**src/rtl/alu_pipe_mc.sv**
```systemverilog
// Pipelined ALU/comparator with registered output, valid/ready handshakes and an iterative
// shift-add multiplier. Define ALU_SAT_EN to make ADD/SUB saturate on signed overflow.
module alu_pipe_mc #(
  parameter int unsigned WIDTH      = 8,
  parameter bit          SIGNED_CMP = 1'b1
) (
  input  logic             clk,
  input  logic             rst,
  input  logic             in_valid,
  output logic             in_ready,
  input  logic [WIDTH-1:0] a,
  input  logic [WIDTH-1:0] b,
  input  logic [2:0]       op,
  input  logic             oe,
  output logic             out_valid,
  input  logic             out_ready,
  output logic [WIDTH-1:0] y,
  output logic             parity,
  output logic             overflow,
  output logic             greater,
  output logic             is_eq,
  output logic             less,
  output logic             busy
);

  localparam int unsigned ShW = $clog2(WIDTH);

  typedef enum logic [1:0] {StIdle, StMul, StDone} state_e;

  state_e             state_q;
  logic               out_valid_q, busy_q;
  logic [WIDTH-1:0]   y_q;
  logic               parity_q, overflow_q, greater_q, is_eq_q, less_q;
  logic [2*WIDTH-1:0] acc_q, mcand_q;
  logic [WIDTH-1:0]   mplier_q;
  logic [ShW-1:0]     cnt_q;
  logic               mul_oe_q, mul_gt_q, mul_eq_q, mul_lt_q;

  logic               out_free, accept, is_sub, add_ovf, cmp_gt, cmp_eq, cmp_lt;
  logic [ShW-1:0]     sh;
  logic [WIDTH-1:0]   b_op, sum, res;
  logic               res_ovf;
  logic [2*WIDTH-1:0] shl_full;

  assign out_free = !out_valid_q || out_ready;
  assign in_ready = (state_q == StIdle) && out_free;
  assign accept   = in_valid && in_ready;
  assign sh       = b[ShW-1:0];
  assign is_sub   = (op == 3'b001);

  assign cmp_gt = SIGNED_CMP ? ($signed(a) > $signed(b)) : (a > b);
  assign cmp_lt = SIGNED_CMP ? ($signed(a) < $signed(b)) : (a < b);
  assign cmp_eq = (a == b);

  always_comb begin
    b_op     = is_sub ? ~b : b;
    sum      = a + b_op + {{(WIDTH-1){1'b0}}, is_sub};
    add_ovf  = (a[WIDTH-1] == b_op[WIDTH-1]) && (sum[WIDTH-1] != a[WIDTH-1]);
    shl_full = {{WIDTH{1'b0}}, a} << sh;
    res      = '0;
    res_ovf  = 1'b0;
    case (op)
      3'b000, 3'b001: begin
        res     = sum;
        res_ovf = add_ovf;
`ifdef ALU_SAT_EN
        // Wrapped sign bit set means both operands were positive.
        if (add_ovf) res = sum[WIDTH-1] ? {1'b0, {(WIDTH-1){1'b1}}} : {1'b1, {(WIDTH-1){1'b0}}};
`endif
      end
      3'b010: res = a & b;
      3'b011: res = a | b;
      3'b100: res = a ^ b;
      3'b101: begin
        res     = shl_full[WIDTH-1:0];
        res_ovf = |shl_full[2*WIDTH-1:WIDTH];
      end
      3'b110: res = a >> sh;
      default: res = '0;
    endcase
  end

  always_ff @(posedge clk) begin
    if (rst) begin
      state_q     <= StIdle;
      out_valid_q <= 1'b0;
      busy_q      <= 1'b0;
      y_q         <= '0;
      parity_q    <= 1'b0;
      overflow_q  <= 1'b0;
      greater_q   <= 1'b0;
      is_eq_q     <= 1'b0;
      less_q      <= 1'b0;
      acc_q       <= '0;
      mcand_q     <= '0;
      mplier_q    <= '0;
      cnt_q       <= '0;
      mul_oe_q    <= 1'b0;
      mul_gt_q    <= 1'b0;
      mul_eq_q    <= 1'b0;
      mul_lt_q    <= 1'b0;
    end else begin
      if (out_valid_q && out_ready) out_valid_q <= 1'b0;
      case (state_q)
        StIdle: begin
          if (accept && op == 3'b111) begin
            state_q  <= StMul;
            busy_q   <= 1'b1;
            acc_q    <= '0;
            mcand_q  <= {{WIDTH{1'b0}}, a};
            mplier_q <= b;
            cnt_q    <= '0;
            mul_oe_q <= oe;
            mul_gt_q <= cmp_gt;
            mul_eq_q <= cmp_eq;
            mul_lt_q <= cmp_lt;
          end else if (accept) begin
            y_q         <= oe ? res : '0;
            parity_q    <= oe ? ^res : 1'b0;
            overflow_q  <= res_ovf;
            greater_q   <= cmp_gt;
            is_eq_q     <= cmp_eq;
            less_q      <= cmp_lt;
            out_valid_q <= 1'b1;
          end
        end
        StMul: begin
          if (mplier_q[0]) acc_q <= acc_q + mcand_q;
          mcand_q  <= mcand_q << 1;
          mplier_q <= mplier_q >> 1;
          cnt_q    <= cnt_q + 1'b1;
          if (cnt_q == ShW'(WIDTH - 1)) state_q <= StDone;
        end
        StDone: begin
          // Wait here until the output register can take the product.
          if (out_free) begin
            y_q         <= mul_oe_q ? acc_q[WIDTH-1:0] : '0;
            parity_q    <= mul_oe_q ? ^acc_q[WIDTH-1:0] : 1'b0;
            overflow_q  <= |acc_q[2*WIDTH-1:WIDTH];
            greater_q   <= mul_gt_q;
            is_eq_q     <= mul_eq_q;
            less_q      <= mul_lt_q;
            out_valid_q <= 1'b1;
            busy_q      <= 1'b0;
            state_q     <= StIdle;
          end
        end
        default: state_q <= StIdle;
      endcase
    end
  end

  assign out_valid = out_valid_q;
  assign busy      = busy_q;
  assign y         = y_q;
  assign parity    = parity_q;
  assign overflow  = overflow_q;
  assign greater   = greater_q;
  assign is_eq     = is_eq_q;
  assign less      = less_q;

endmodule

```
**config.mk**
```make
export PLATFORM = sky130hd
export DESIGN_NAME = alu_pipe_mc
export DESIGN_NICKNAME = d
export VERILOG_FILES = /design/src/rtl/alu_pipe_mc.sv
export SDC_FILE = /design/constraint.sdc
export NUM_CORES = 1
export LEC_CHECK = 0
export ABC_AREA = 1
export ABC_CLOCK_PERIOD_IN_PS = 7300
export CORE_MARGIN = 8
export CORE_UTILIZATION = 45
export DETAILED_ROUTE_END_ITERATION = 6
export MAX_ROUTING_LAYER = met4
export PLACE_DENSITY = 0.71
export SKIP_CTS_REPAIR_TIMING = 1
export SLEW_MARGIN = 10
export SYNTH_ARGS = -nofsm -noshare
export SYNTH_HDL_FRONTEND = slang
export SYNTH_SLANG_ARGS = --single-unit
```
**constraint.sdc**
```tcl
create_clock -name clk -period 7.3 [get_ports clk]
set_input_delay 1.46 -clock clk [delete_from_list [all_inputs] [get_ports clk]]
set_output_delay 1.46 -clock clk [all_outputs]
set_load 0.05 [all_outputs]
```
==> metrics.txt, run 1 <==
register area 1281 µm²; Rows 39; clock sink count 64; power share of the clock group 39.7%; DR WL/cell 14.56 µm; antenna violations before repair 0; max-slew violation count 0; core area 11,270 µm²; r2r setup slk 4820 ps; Clock transition at path regs 60 ps; Routed Wire Length 14,280 µm; synthesis-to-layout area growth 15.07%; Worst VDD drop 0.1337 mV; Net Sw Frac 33.22%; Root Driver clkbuf_16; first drt pass iteration count 5; Final Hold Viols 0; NumNets Final 907; area of the mapped netlist 5132 µm²; Period minus WS final 4506 ps; WHS Path Cells 2; cts bufs inserted 9; H-tree depth 3; setup_tns 0 ps; Syn. warnings 0; multi-input logic area 3428 µm²; unrepaired setup endpoints after global routing no; Leak Pwr 2.743 nW; vias per inst 5.369; largest net degree at the start of global routing 34; Comb power frac 24.0%; 1st-iter DRT viols 313; max cap viols 0; Post-synth EDFFs 0; CP endpoint kind primary output; Avg Inst Size Synth 6.400 µm²; power per standard cell area 174.4 nW/µm²; Net Sw Power 0.3422 mW; die area 15,080 µm²; filler cell count 1,136; vias in the first global route 5,046; status finished clean; Die Width 122.8 µm; Power Internal 0.6880 mW; layout cells sized above 1 6.802%; count of final setup violators 0; Congestion Overflow GR 0; R2R cell count 11; clk buf depth 2; antenna-violating nets left 0; Max Clock Freq 221.9 MHz; Final Cycle Share 61.73%; clk_skew 10.30 ps; Die Y 122.8 µm; RePlAce Congestion 0.9435; commonest non-fill, non-tap cell in the layout nand2_1; Initial Util 45.53%; Seq/Total Area, Yosys 24.96%; Post-Syn Nets 876; overall power 1.030 mW; Worst Setup Start Kind input pin; total track usage 20.22%; worst skew pair latency 340 ps; CTS tree done; Synth Register Bits 64; Flop pwr share 36.3%; WP data arrival 3050 ps; Max-slew headroom 49.05%; # port buffers 39; hold crit path type register to register; most common flop cell mapped by yosys dfxtp_1; crit-path max FO 3; Cells after Synth 802; vias 5,267; CP required 5840 ps; critical path class input pin to primary output; boundary pin count 40; Yosys cell types 39; most frequent cells in the layout nand2_1 (220), a21oi_1 (85), inv_1 (73); Post-DP HPWL 10,940 µm; Least-Margin Pin Slew 763.4 ps; first-pass GRT wire length 23,970 µm; number of antenna diodes 0; Post-synth ARST share 0%; number of remaining DRC errors 0
## metrics by stage
stage	instances	setup WS (ps)	instance area [µm²]	hold WS [ps]	utilization, %
floorplan	802	3240	5132	432.7	-
global placement	965	2838	5624	454.5	49.89
detailed placement	965	2804	5624	452.0	49.89
CTS	981	2798	5906	461.4	52.39
global route	981	2713	5906	480.8	52.39
finish	981	2794	5906	460.7	52.39
## power by group through the flow
stage	registers [mW]	logic, mW	clock network (mW)
2_1_floorplan	0.401	0.152	0
3_5_place_dp	0.381	0.245	0
6_report	0.374	0.247	0.409
5_1_grt	0.375	0.278	0.430
4_1_cts	0.374	0.246	0.413
3_3_place_gp	0.381	0.243	0
## final timing paths
| path | endpoint | start |
|---|---|---|
| setup / recovery | in_ready | out_ready |
| hold / removal | busy | busy |
| setup reg to reg | mplier_q[4] | out_valid |
| hold reg to reg | busy | busy |
## kinds of logic (layout without fill, tap and decap cells)
| kind of cell | after synthesis | count (layout) | synth area share (%) |
|---|---|---|---|
| flops | 64 | 64 | 24.96 |
| buf+inv | 107 | 143 | 8.288 |
| xor+xnor | 14 | 14 | 2.389 |
| simple gates | 390 | 390 | 33.50 |
| compound gates | 177 | 177 | 18.38 |
| fa+ha+maj | 50 | 50 | 12.48 |
## layer usage
layer	wire (µm)	track usage (%)
met5	0	-
met4	497	8.606
met3	459	2.622
met2	6880	33.78
met1	6442	23.96
## critical path, stage by stage
cell and delay [ps]:
clkdlybuf4s50_1 460, nor2_1 70, nor3_1 210, clkdlybuf4s50_1 850
## cell usage after synthesis, types with 2 or more instances
master	count	area, µm²
ha_1	48	600.6
nor2_4	4	45.04
dfxtp_1	64	1281
xor2_1	10	87.58
o21ai_0	59	295.3
nor3_1	8	40.04
inv_2	9	33.78
nand2_1	220	825.8
nor2_1	55	206.5
fa_1	2	40.04
nand4_1	10	62.56
nand2_2	10	62.56
a21o_1	3	22.52
a31oi_1	19	118.9
a21oi_1	85	425.4
clkbuf_1	13	48.80
a211oi_1	2	15.01
xnor2_1	4	35.03
nor4_1	3	18.77
o21ai_1	2	10.01
inv_1	73	274.0
o21ai_2	2	17.52
buf_2	7	35.03
buf_4	2	15.01
or2_2	2	12.51
nand3b_1	2	15.01
nand3_1	65	325.3
clkinv_1	2	7.510
nand3_2	7	70.07
## state kept, by name (all words and copies together), names as in the netlist, 2 cells and up
| signal | flops |
|---|---|
| cnt_q | 3 |
| mcand_q | 16 |
| state_q | 2 |
| mplier_q | 8 |
| acc_q | 16 |
| y | 8 |
## area by class of cell
| type | count | share of cell area (%) |
|---|---|---|
| Clock inverter | 6 | 0.7203 |
| Tap cell | 143 | 3.030 |
| Sequential cell | 64 | 21.69 |
| Clock buffer | 10 | 4.047 |
| Inverter | 84 | 5.339 |
| Multi-Input combinational cell | 631 | 58.05 |
| Timing Repair Buffer | 43 | 7.119 |
Note: power is estimated with default switching activity, not from simulation.
==> inputs of run 2 (changes only) <==
Settings changed: ABC_CLOCK_PERIOD_IN_PS 7300 to 3800, PLACE_DENSITY 0.71 to 0.74.
Clock period 7.3 ns to 3.8 ns, I/O delays scaled along.
==> run 2 against run 1 <==
First-iteration DRC count up 8.3%. Clock skew shrank 3.5 ps. Combinational power grew 96%. Setup slack worse by 2200 ps. Total power up 110%. Clock power up 130%. Count of clock-buffer cells in the layout increased by 1. Via count up 0.74%. Cell area increased by 2.2%. Sequential share of layout area decreased by 0.47 points. Die area unchanged.
==> metrics.txt, run 2 (synthesis gave the netlist of run 1 again) <==
vias per inst 5.354 (-0.28%); antenna-violating nets left 0 (unchanged); # port buffers 39 (unchanged); max cap viols 0 (unchanged); Least-Margin Pin Slew 834.9 ps (+71.53 ps); Inst Count DP 975 (+1.0%); Reg2Reg Launch Point out_valid; crit-path max FO 7 (+4); number of antenna diodes 0 (unchanged); worst skew pair latency 330 ps (about the same); unrepaired setup endpoints after global routing no; met3 Use GR 2.806% (+0.18 points); Top Registers acc_q x16, mcand_q x16; Max Clock Freq 311.0 MHz; Worst Setup Start Kind input pin; Clock transition at path regs 60 ps (about the same); layout cells sized above 1 7.901% (+1.1 points); Root Driver clkbuf_16; status finished clean; CTS tree done; DR WL/cell 14.78 µm (+1.5%); Leak Pwr 2.818 nW (+2.8%); core area 11,270 µm² (unchanged); die area 15,080 µm² (unchanged); 1st-iter DRT viols 339 (+8.3%); layer with the highest usage met2; Layout Utilization 53.56% (+1.2 points); boundary pin count 40 (unchanged); Placed Area 5699 µm² (+1.3%); synthesis-to-layout area growth 17.63%; DP Worst Slack 273.0 ps (-2531 ps); count of final setup violators 0 (unchanged); vias 5,306 (+0.74%); number of remaining DRC errors 0 (unchanged); total track usage 20.56% (+0.34 points); Layout Cells excl Fill 991 (+1.0%); largest net degree at the start of global routing 34 (unchanged); vias in the first global route 4,997 (-0.97%); NumNets Final 917 (+1.1%); first-pass GRT wire length 24,230 µm (+1.1%); Final Cycle Share 84.63%; Die Width 122.8 µm (unchanged); r2r setup slk 1360 ps (-3460 ps); Global Route met1 Usage 24.92% (+0.96 points); cts bufs inserted 9 (unchanged); Post-DP HPWL 11,300 µm (+3.3%); commonest non-fill, non-tap cell in the layout nand2_1; clock sink count 64 (unchanged); setup ws final 584.1 ps (-2210 ps); Max-slew headroom 44.28% (-4.8 points); clk_skew 6.785 ps (-3.514 ps); setup_tns 0 ps (unchanged); RePlAce Congestion 1.006 (+6.6%); CP required 4060 ps (-1780 ps); R2R cell count 11 (unchanged); Initial Util 45.53% (unchanged); crit path to parity; clk buf depth 2 (unchanged); Rows 39 (unchanged); power per standard cell area 353.0 nW/µm² (+100%); final instance area 6037 µm² (+2.2%); hold crit path type register to register; CP endpoint kind register; Period minus WS final 3216 ps; first drt pass iteration count 7 (+2); Congestion Overflow GR 0 (unchanged); most frequent cells in the layout nand2_1 (220), a21oi_1 (85), inv_1 (73); max-slew violation count 0 (unchanged); Routed Wire Length 14,640 µm (+2.5%); Die Y 122.8 µm (unchanged); Crit. Startpoint op[1]; overall power 2.131 mW (+110%); critical path class input pin to register; H-tree depth 3 (unchanged); GRT met2 Usage 33.84% (+0.068 points); Final Hold Viols 0 (unchanged); worst-case hold slack 463.0 ps (+2.215 ps); WP data arrival 3470 ps (+420 ps); Worst VDD drop 0.2701 mV (+100%); antenna violations before repair 0 (unchanged); R2R Path End mplier_q[6]
==> run 2: changes by cell type in the layout (fill, tap and decap cells not counted), sizes merged <==
cell	before	now
bufinv	0	2
clkbuf	10	11
clkinv	5	2
buf	4	14
inv	83	84
clkinvlp	2	1
==> run 2: layout make-up <==
| type | instances | area [µm²] |
|---|---|---|
| multi-input cells | 631 | 3428 |
| fillers | 1152 | 5235 |
| clock inverters | 5 | 85.08 |
| inverters | 84 | 315.3 |
| repair buffers | 53 | 495.5 |
| flip-flops and latches | 64 | 1281 |
| clock buffers | 11 | 252.7 |
| well taps | 143 | 178.9 |
==> run 2: where the power goes <==
| group | internal (mW) | total (mW) | switching, mW |
|---|---|---|---|
| Sequential | 0.699 | 0.720 | 0.0211 |
| Clock | 0.614 | 0.926 | 0.312 |
| Combinational | 0.170 | 0.485 | 0.315 |
==> run 2: how the worst min path moves through the flow <==
stage	startpoint	to	slack, ps	depth (start not counted)
global route	greater	greater	490	2
global placement	busy	busy	450	2
detailed placement	busy	busy	460	2
finish	busy	busy	460	2
floorplan	cnt_q[0]	cnt_q[0]	430	1
CTS	busy	busy	470	2
==> run 2: per-layer routing <==
layer | vias to the layer above | wire length (µm) | share of wire (%)
met3 | 37 | 544 | 3.7
met1 | 2363 | 6597 | 45
met4 | 0 | 499 | 3.4
met2 | 150 | 7001 | 48
met5 | - | 0 | 0
li1 | 2756 | - | -
==> run 2: worst max-delay path, cell delays in order <==
cell and delay, ps:
clkdlybuf4s50_1 550, nor2_4 200, nand2_2 160, xor2_1 180, ha_1 340, a21o_1 190
a21oi_1 190, nand2_2 90, nand2_2 70, nand2_1 70, nand2_1 100, nand3_2 80
nand2_2 80, nand2_1 50, nand2_1 70, nand2_1 50, nand2_1 50, nand3_1 60
a21oi_1 120
